[src/rtl/dense_layer_sequencer.sv]
// dense_layer_sequencer: runs one fully-connected layer out of a single-port 24-bit RAM.
// Define ARGMAX_EN to add class_id/class_valid (index of the largest output word).
module dense_layer_sequencer #(
  parameter int ADDRESS_WIDTH = 14,
  parameter int DATA_WIDTH = 24,
  parameter logic [ADDRESS_WIDTH-1:0] X_BASE = 14'h0000,
  parameter logic [ADDRESS_WIDTH-1:0] W_BASE = 14'h1000,
  parameter logic [ADDRESS_WIDTH-1:0] B_BASE = 14'h2EA0,
  parameter logic [ADDRESS_WIDTH-1:0] Y_BASE = 14'h3000,
  parameter int N_IN = 784,
  parameter int N_OUT = 10,
  parameter int OP_BITS = 8,
  parameter int ACC_WIDTH = 32
) (
  input  logic                     clk,
  input  logic                     rst,
  input  logic                     start,
  output logic                     busy,
  output logic                     done,
  output logic                     ram_en,
  output logic [3:0]               ram_we,
  output logic [ADDRESS_WIDTH-1:0] ram_addr,
  output logic [DATA_WIDTH-1:0]    ram_wdata,
  input  logic [DATA_WIDTH-1:0]    ram_rdata
`ifdef ARGMAX_EN
  ,
  output logic [3:0]               class_id,
  output logic                     class_valid
`endif
);

  localparam int AW = ADDRESS_WIDTH;
  localparam int DW = DATA_WIDTH;
  localparam int KW = $clog2(N_IN + 1);
  localparam int NW = (N_OUT > 1) ? $clog2(N_OUT + 1) : 1;
  localparam int PW = 2 * OP_BITS;

  localparam logic signed [ACC_WIDTH-1:0] SAT_MAX =
    {{(ACC_WIDTH-DW+1){1'b0}}, {(DW-1){1'b1}}};
  localparam logic signed [ACC_WIDTH-1:0] SAT_MIN = ~SAT_MAX;
  localparam logic [DW-1:0] SAT_POS = {1'b0, {(DW-1){1'b1}}};
  localparam logic [DW-1:0] SAT_NEG = {1'b1, {(DW-1){1'b0}}};

  typedef enum logic [2:0] {
    S_IDLE,
    S_B_RD,
    S_B_CAP,
    S_X_RD,
    S_W_RD,
    S_MAC,
    S_Y_WR,
    S_DONE
  } state_t;

  state_t state_q, state_d;

  logic [NW-1:0]               n_q, n_d;
  logic [KW-1:0]               k_q, k_d;
  logic [AW-1:0]               w_ptr_q, w_ptr_d;
  logic signed [ACC_WIDTH-1:0] acc_q, acc_d;
  logic [OP_BITS-1:0]          x_q, x_d;

  logic                        k_last;
  logic                        n_last;
  logic signed [PW-1:0]        prod;
  logic signed [ACC_WIDTH-1:0] prod_ext;
  logic [DW-1:0]               sat_y;

  assign k_last = (k_q == KW'(N_IN - 1));
  assign n_last = (n_q == NW'(N_OUT - 1));

  assign prod = $signed(x_q) * $signed(ram_rdata[OP_BITS-1:0]);
  assign prod_ext = {{(ACC_WIDTH-PW){prod[PW-1]}}, prod};

  assign sat_y = (acc_q > SAT_MAX) ? SAT_POS :
                 (acc_q < SAT_MIN) ? SAT_NEG :
                 acc_q[DW-1:0];

  always_ff @(posedge clk) begin
    if (rst) begin
      state_q <= S_IDLE;
    end else begin
      state_q <= state_d;
    end
  end

  always_comb begin
    state_d = state_q;
    unique case (state_q)
      S_IDLE:  if (start) state_d = S_B_RD;
      S_B_RD:  state_d = S_B_CAP;
      S_B_CAP: state_d = S_X_RD;
      S_X_RD:  state_d = S_W_RD;
      S_W_RD:  state_d = S_MAC;
      S_MAC:   state_d = k_last ? S_Y_WR : S_X_RD;
      S_Y_WR:  state_d = n_last ? S_DONE : S_B_RD;
      S_DONE:  state_d = S_IDLE;
      default: state_d = S_IDLE;
    endcase
  end

  // Bus and status are pure decodes of registered state.
  always_comb begin
    busy      = (state_q != S_IDLE);
    done      = (state_q == S_DONE);
    ram_en    = 1'b0;
    ram_we    = 4'h0;
    ram_addr  = '0;
    ram_wdata = '0;
    unique case (state_q)
      S_B_RD: begin
        ram_en   = 1'b1;
        ram_addr = B_BASE + AW'(n_q);
      end
      S_X_RD: begin
        ram_en   = 1'b1;
        ram_addr = X_BASE + AW'(k_q);
      end
      S_W_RD: begin
        ram_en   = 1'b1;
        ram_addr = W_BASE + w_ptr_q;
      end
      S_Y_WR: begin
        ram_en    = 1'b1;
        ram_we    = 4'hF;
        ram_addr  = Y_BASE + AW'(n_q);
        ram_wdata = sat_y;
      end
      default: ;
    endcase
  end

  // W is contiguous across neurons, so one running pointer covers n*N_IN+k.
  always_comb begin
    n_d     = n_q;
    k_d     = k_q;
    w_ptr_d = w_ptr_q;
    acc_d   = acc_q;
    x_d     = x_q;
    unique case (state_q)
      S_IDLE: begin
        if (start) begin
          n_d     = '0;
          k_d     = '0;
          w_ptr_d = '0;
        end
      end
      S_B_CAP: begin
        acc_d = {{(ACC_WIDTH-DW){ram_rdata[DW-1]}}, ram_rdata};
      end
      S_W_RD: begin
        x_d = ram_rdata[OP_BITS-1:0];
      end
      S_MAC: begin
        acc_d   = acc_q + prod_ext;
        k_d     = k_q + KW'(1);
        w_ptr_d = w_ptr_q + AW'(1);
      end
      S_Y_WR: begin
        k_d = '0;
        n_d = n_q + NW'(1);
      end
      default: ;
    endcase
  end

  always_ff @(posedge clk) begin
    if (rst) begin
      n_q     <= '0;
      k_q     <= '0;
      w_ptr_q <= '0;
      acc_q   <= '0;
      x_q     <= '0;
    end else begin
      n_q     <= n_d;
      k_q     <= k_d;
      w_ptr_q <= w_ptr_d;
      acc_q   <= acc_d;
      x_q     <= x_d;
    end
  end

`ifdef ARGMAX_EN
  logic signed [DW-1:0] max_q, max_d;
  logic [3:0]           cid_q, cid_d;
  logic                 cv_q, cv_d;

  // Strict '>' keeps the lowest index on ties.
  always_comb begin
    max_d = max_q;
    cid_d = cid_q;
    cv_d  = cv_q;
    if (state_q == S_IDLE && start) begin
      cv_d = 1'b0;
    end
    if (state_q == S_Y_WR) begin
      if (n_q == '0 || $signed(sat_y) > max_q) begin
        max_d = $signed(sat_y);
        cid_d = 4'(n_q);
      end
      if (n_last) begin
        cv_d = 1'b1;
      end
    end
  end

  always_ff @(posedge clk) begin
    if (rst) begin
      max_q <= '0;
      cid_q <= '0;
      cv_q  <= 1'b0;
    end else begin
      max_q <= max_d;
      cid_q <= cid_d;
      cv_q  <= cv_d;
    end
  end

  assign class_id    = cid_q;
  assign class_valid = cv_q;
`endif

endmodule

[config.mk]
export PLATFORM = sky130hd
export DESIGN_NAME = dense_layer_sequencer
export DESIGN_NICKNAME = d
export VERILOG_FILES = /design/src/rtl/dense_layer_sequencer.sv
export SDC_FILE = /design/constraint.sdc
export NUM_CORES = 1
export LEC_CHECK = 0
export ABC_AREA = 1
export CAP_MARGIN = 40
export CORE_AREA = 2 2 151 153
export CTS_CLUSTER_SIZE = 8
export DETAILED_ROUTE_END_ITERATION = 10
export DIE_AREA = 0 0 153 155
export PLACE_DENSITY = 0.6
export SYNTH_ARGS = -nofsm -noshare
export SYNTH_HDL_FRONTEND = slang
export SYNTH_SLANG_ARGS = --single-unit
[constraint.sdc]
create_clock -name clk -period 7.6 [get_ports clk]
set_input_delay 1.52 -clock clk [delete_from_list [all_inputs] [get_ports clk]]
set_output_delay 1.52 -clock clk [all_outputs]
set_load 0.05 [all_outputs]
==> results.yml <==
cells_and_area:
  fin_area_mm2: 0.0112
  layout_commonest_cell: "nand2_1"
  fin_nets: 1635
  fin_cells: 1688
  area_growth_pct: 13.9
  nFillCells: 2235
  drive_gt1_share_pct: 4.78
  mostFrequentLayoutCells: "319 x nand2_1, 286 x inv_1, 136 x fa_1, 103 x a21oi_1, 78 x nor2_1"
  antennaDiodeCount: 0
  fin_util_pct: 50.3
route:
  drt-total-wl_um: 28500
  drt-initial-drc-count: 610
  dr.pass1.iters: 5
  ant_nets: 0
  drc_errors: 0
  vias: 8633
  viasPerCell: 5.11
  avgRoutedWirePerCell_um: 16.9
power_and_ir_drop:
  switching_share_pct: 44.6
  total_leakage_power_nw: 5.68
  p_clk_share_pct: 28.2
  pwr-share-comb_pct: 47.1
  internal_power_uw: 916
  switching_power_uw: 737
  cellPowerDensity_mw_per_mm2: 148
  ir_drop_mv: 0.0904
  power_frac_seq_pct: 24.8
placement:
  dp_hpwl_um: 22300
  place_area_mm2: 0.0109
  port_buffers: 71
  gp_congestion: 0.921
  place_inst: 1672
sta:
  finalCritPeriodShare_pct: 89.9
  hold_violations: 0
  drv_slew: 0
  slew_headroom_pct: 51.0
  achievable-frequency_mhz: 146
  period_minus_slack_ns: 6.83
  worst_pin_slew_ns: 0.735
  finClkSkew_ns: 0.00871
  setup_tns_ns: 0
  rsz0062_at_grt: "no"
  setup_viol: 0
die:
  die_x_um: 153
  rows: 55
  die_h_um: 155
  pin_count: 72
  dieArea_mm2: 0.0237
  start_util_pct: 44.2
  core_area_mm2: 0.0222
global_route:
  grt_antenna_before_repair: 0
  gr-total-overflow: 0
  grt_usage_pct: 25.0
  grt_max_degree: 53
  grt_pass1_vias: 8724
  grt_pass1_wl_um: 47000
yosys:
  yosysUniqueCellTypes: 46
  yosysTopAreaCell: "fa_1"
  synthArstFlopShare_pct: 0
  ys_seq_elements: 71
  syn_avg_cell_area_um2: 7.34
  synth_flop_cell: "dfxtp_1"
  syn_area_mm2: 0.00982
  synth_area_leaders: "fa_1 28%, dfxtp_1 14%, nand2_1 12%"
  synth_cells: 1338
  synth_edf_count: 0
  ys_seq_area_share_pct: 14.5
  synth_warnings: 0
  synth_top_area_share_pct: 27.7
  syn_nets: 1575
clock_network:
  clock_path_buffers: 2
  cts_resized: 0
  post-cts-setup-buffer-count: 0
  clk_latency_ns: 0.35
  cts_made_buffers: 9
  cts_tree: "yes"
  clkTransAtPathRegs_ns: 0.07
  clock-sinks: 71
  htreeDepth: 3
  ctsHoldBuffers: 0
  cts-root-buf: "clkbuf_16"
setup_path:
  crit_path_start_kind: "input port"
  crit_path_end_kind: "register"
  r2r_cells: 20
  critPathArrivalTime_ns: 7.04
  crit_path_max_fanout: 10
  path_class: "in -> reg"
  crit_required_ns: 7.81
worst_hold_path:
  holdPathStages: 2
  hp-class: "reg -> reg"
run_status:
  status: "complete, no violations"
job:
  cap_viol_max_count: 0
cells in the mapped netlist, types with 6 or more instances:
cell type	count
inv_1	286
o22ai_1	7
nand3_1	58
a221oi_1	6
nor2_1	78
clkbuf_1	26
xor2_1	10
xnor2_1	6
nor3_1	16
nand2_1	319
o21bai_1	13
a21oi_1	103
nand4_1	18
buf_2	7
buf_4	6
dfxtp_1	71
o21ai_0	38
ha_1	74
fa_1	136
path summary, 6_finish.rpt:
check / start / endpoint / slack (ns)
max reg2reg: x_q[7] / acc_q[24] / 1.98
min reg2reg: acc_q[6] / acc_q[6] / 0.46
max: ram_rdata[7] / acc_q[24] / 0.77
min: acc_q[6] / acc_q[6] / 0.46
flip-flops by register name, indices dropped and copies added, names as in the netlist:
register	cells
k_q	10
w_ptr_q	14
x_q	8
n_q	4
state_q	3
acc_q	32
metrics by stage:
stage | power, mW | hold WS [ns] | setup slack [ns]
floorplan | 0.968 | 0.444 | 1.06
global placement | 1.19 | 0.457 | 0.409
detailed placement | 1.20 | 0.459 | 0.454
CTS | 1.67 | 0.468 | 0.797
global route | 1.79 | 0.509 | 0.359
finish | 1.65 | 0.464 | 0.766
layout make-up:
| class | instances | area [um2] | share of cell area (%) |
|---|---|---|---|
| multi-input combinational | 932 | 7110 | 63.6 |
| sequential | 71 | 1420 | 12.7 |
| tap | 285 | 357 | 3.19 |
| clock inverter | 7 | 81.3 | 0.727 |
| inverter | 294 | 1110 | 9.88 |
| timing repair buffer | 90 | 886 | 7.92 |
| clock buffer | 9 | 225 | 2.01 |
cell families (layout without fill, tap and decap cells):
group / Yosys count / in the layout / share of synthesized area, %
buffers and inverters: 335 / 400 / 13.2
AND/OR/NAND/NOR: 513 / 513 / 22.3
flip-flops: 71 / 71 / 14.5
AO/OA/AOI/OAI: 193 / 193 / 11.5
XOR/XNOR: 16 / 16 / 1.43
adder cells (fa/ha/maj): 210 / 210 / 37.1
power groups by stage:
stage | logic [mW] | registers (mW) | clock network (mW)
2_1_floorplan | 0.559 | 0.409 | 0
3_3_place_gp | 0.775 | 0.418 | 0
3_5_place_dp | 0.778 | 0.418 | 0
4_1_cts | 0.785 | 0.409 | 0.475
5_1_grt | 0.890 | 0.412 | 0.485
6_report | 0.778 | 0.409 | 0.466
critical path, cell delays in order:
cell and delay (ns):
clkdlybuf4s50_1 0.50, clkinv_1 0.32, o21ai_0 0.30, ha_1 0.21, inv_1 0.07, fa_1 0.58, inv_1 0.33, buf_4 0.30
fa_1 0.48, fa_1 0.49, ha_1 0.31, ha_1 0.41, nand2_1 0.14, nor2_1 0.21, inv_1 0.07, nor2_1 0.21
nand4_1 0.18, nand3_1 0.13, nand2_1 0.05, nand3_1 0.13, a21oi_1 0.08
routing by layer:
metal,vias to the layer above,global-route usage [%],share of wire [%],wire [um]
met5,-,0,0,0
met2,184,42.2,47,13500
met3,20,3.48,4.4,1250
met1,4162,35.0,47,13400
met4,0,4.32,0.96,274
li1,4267,-,-,-
Power figures use the tool's default switching activity.
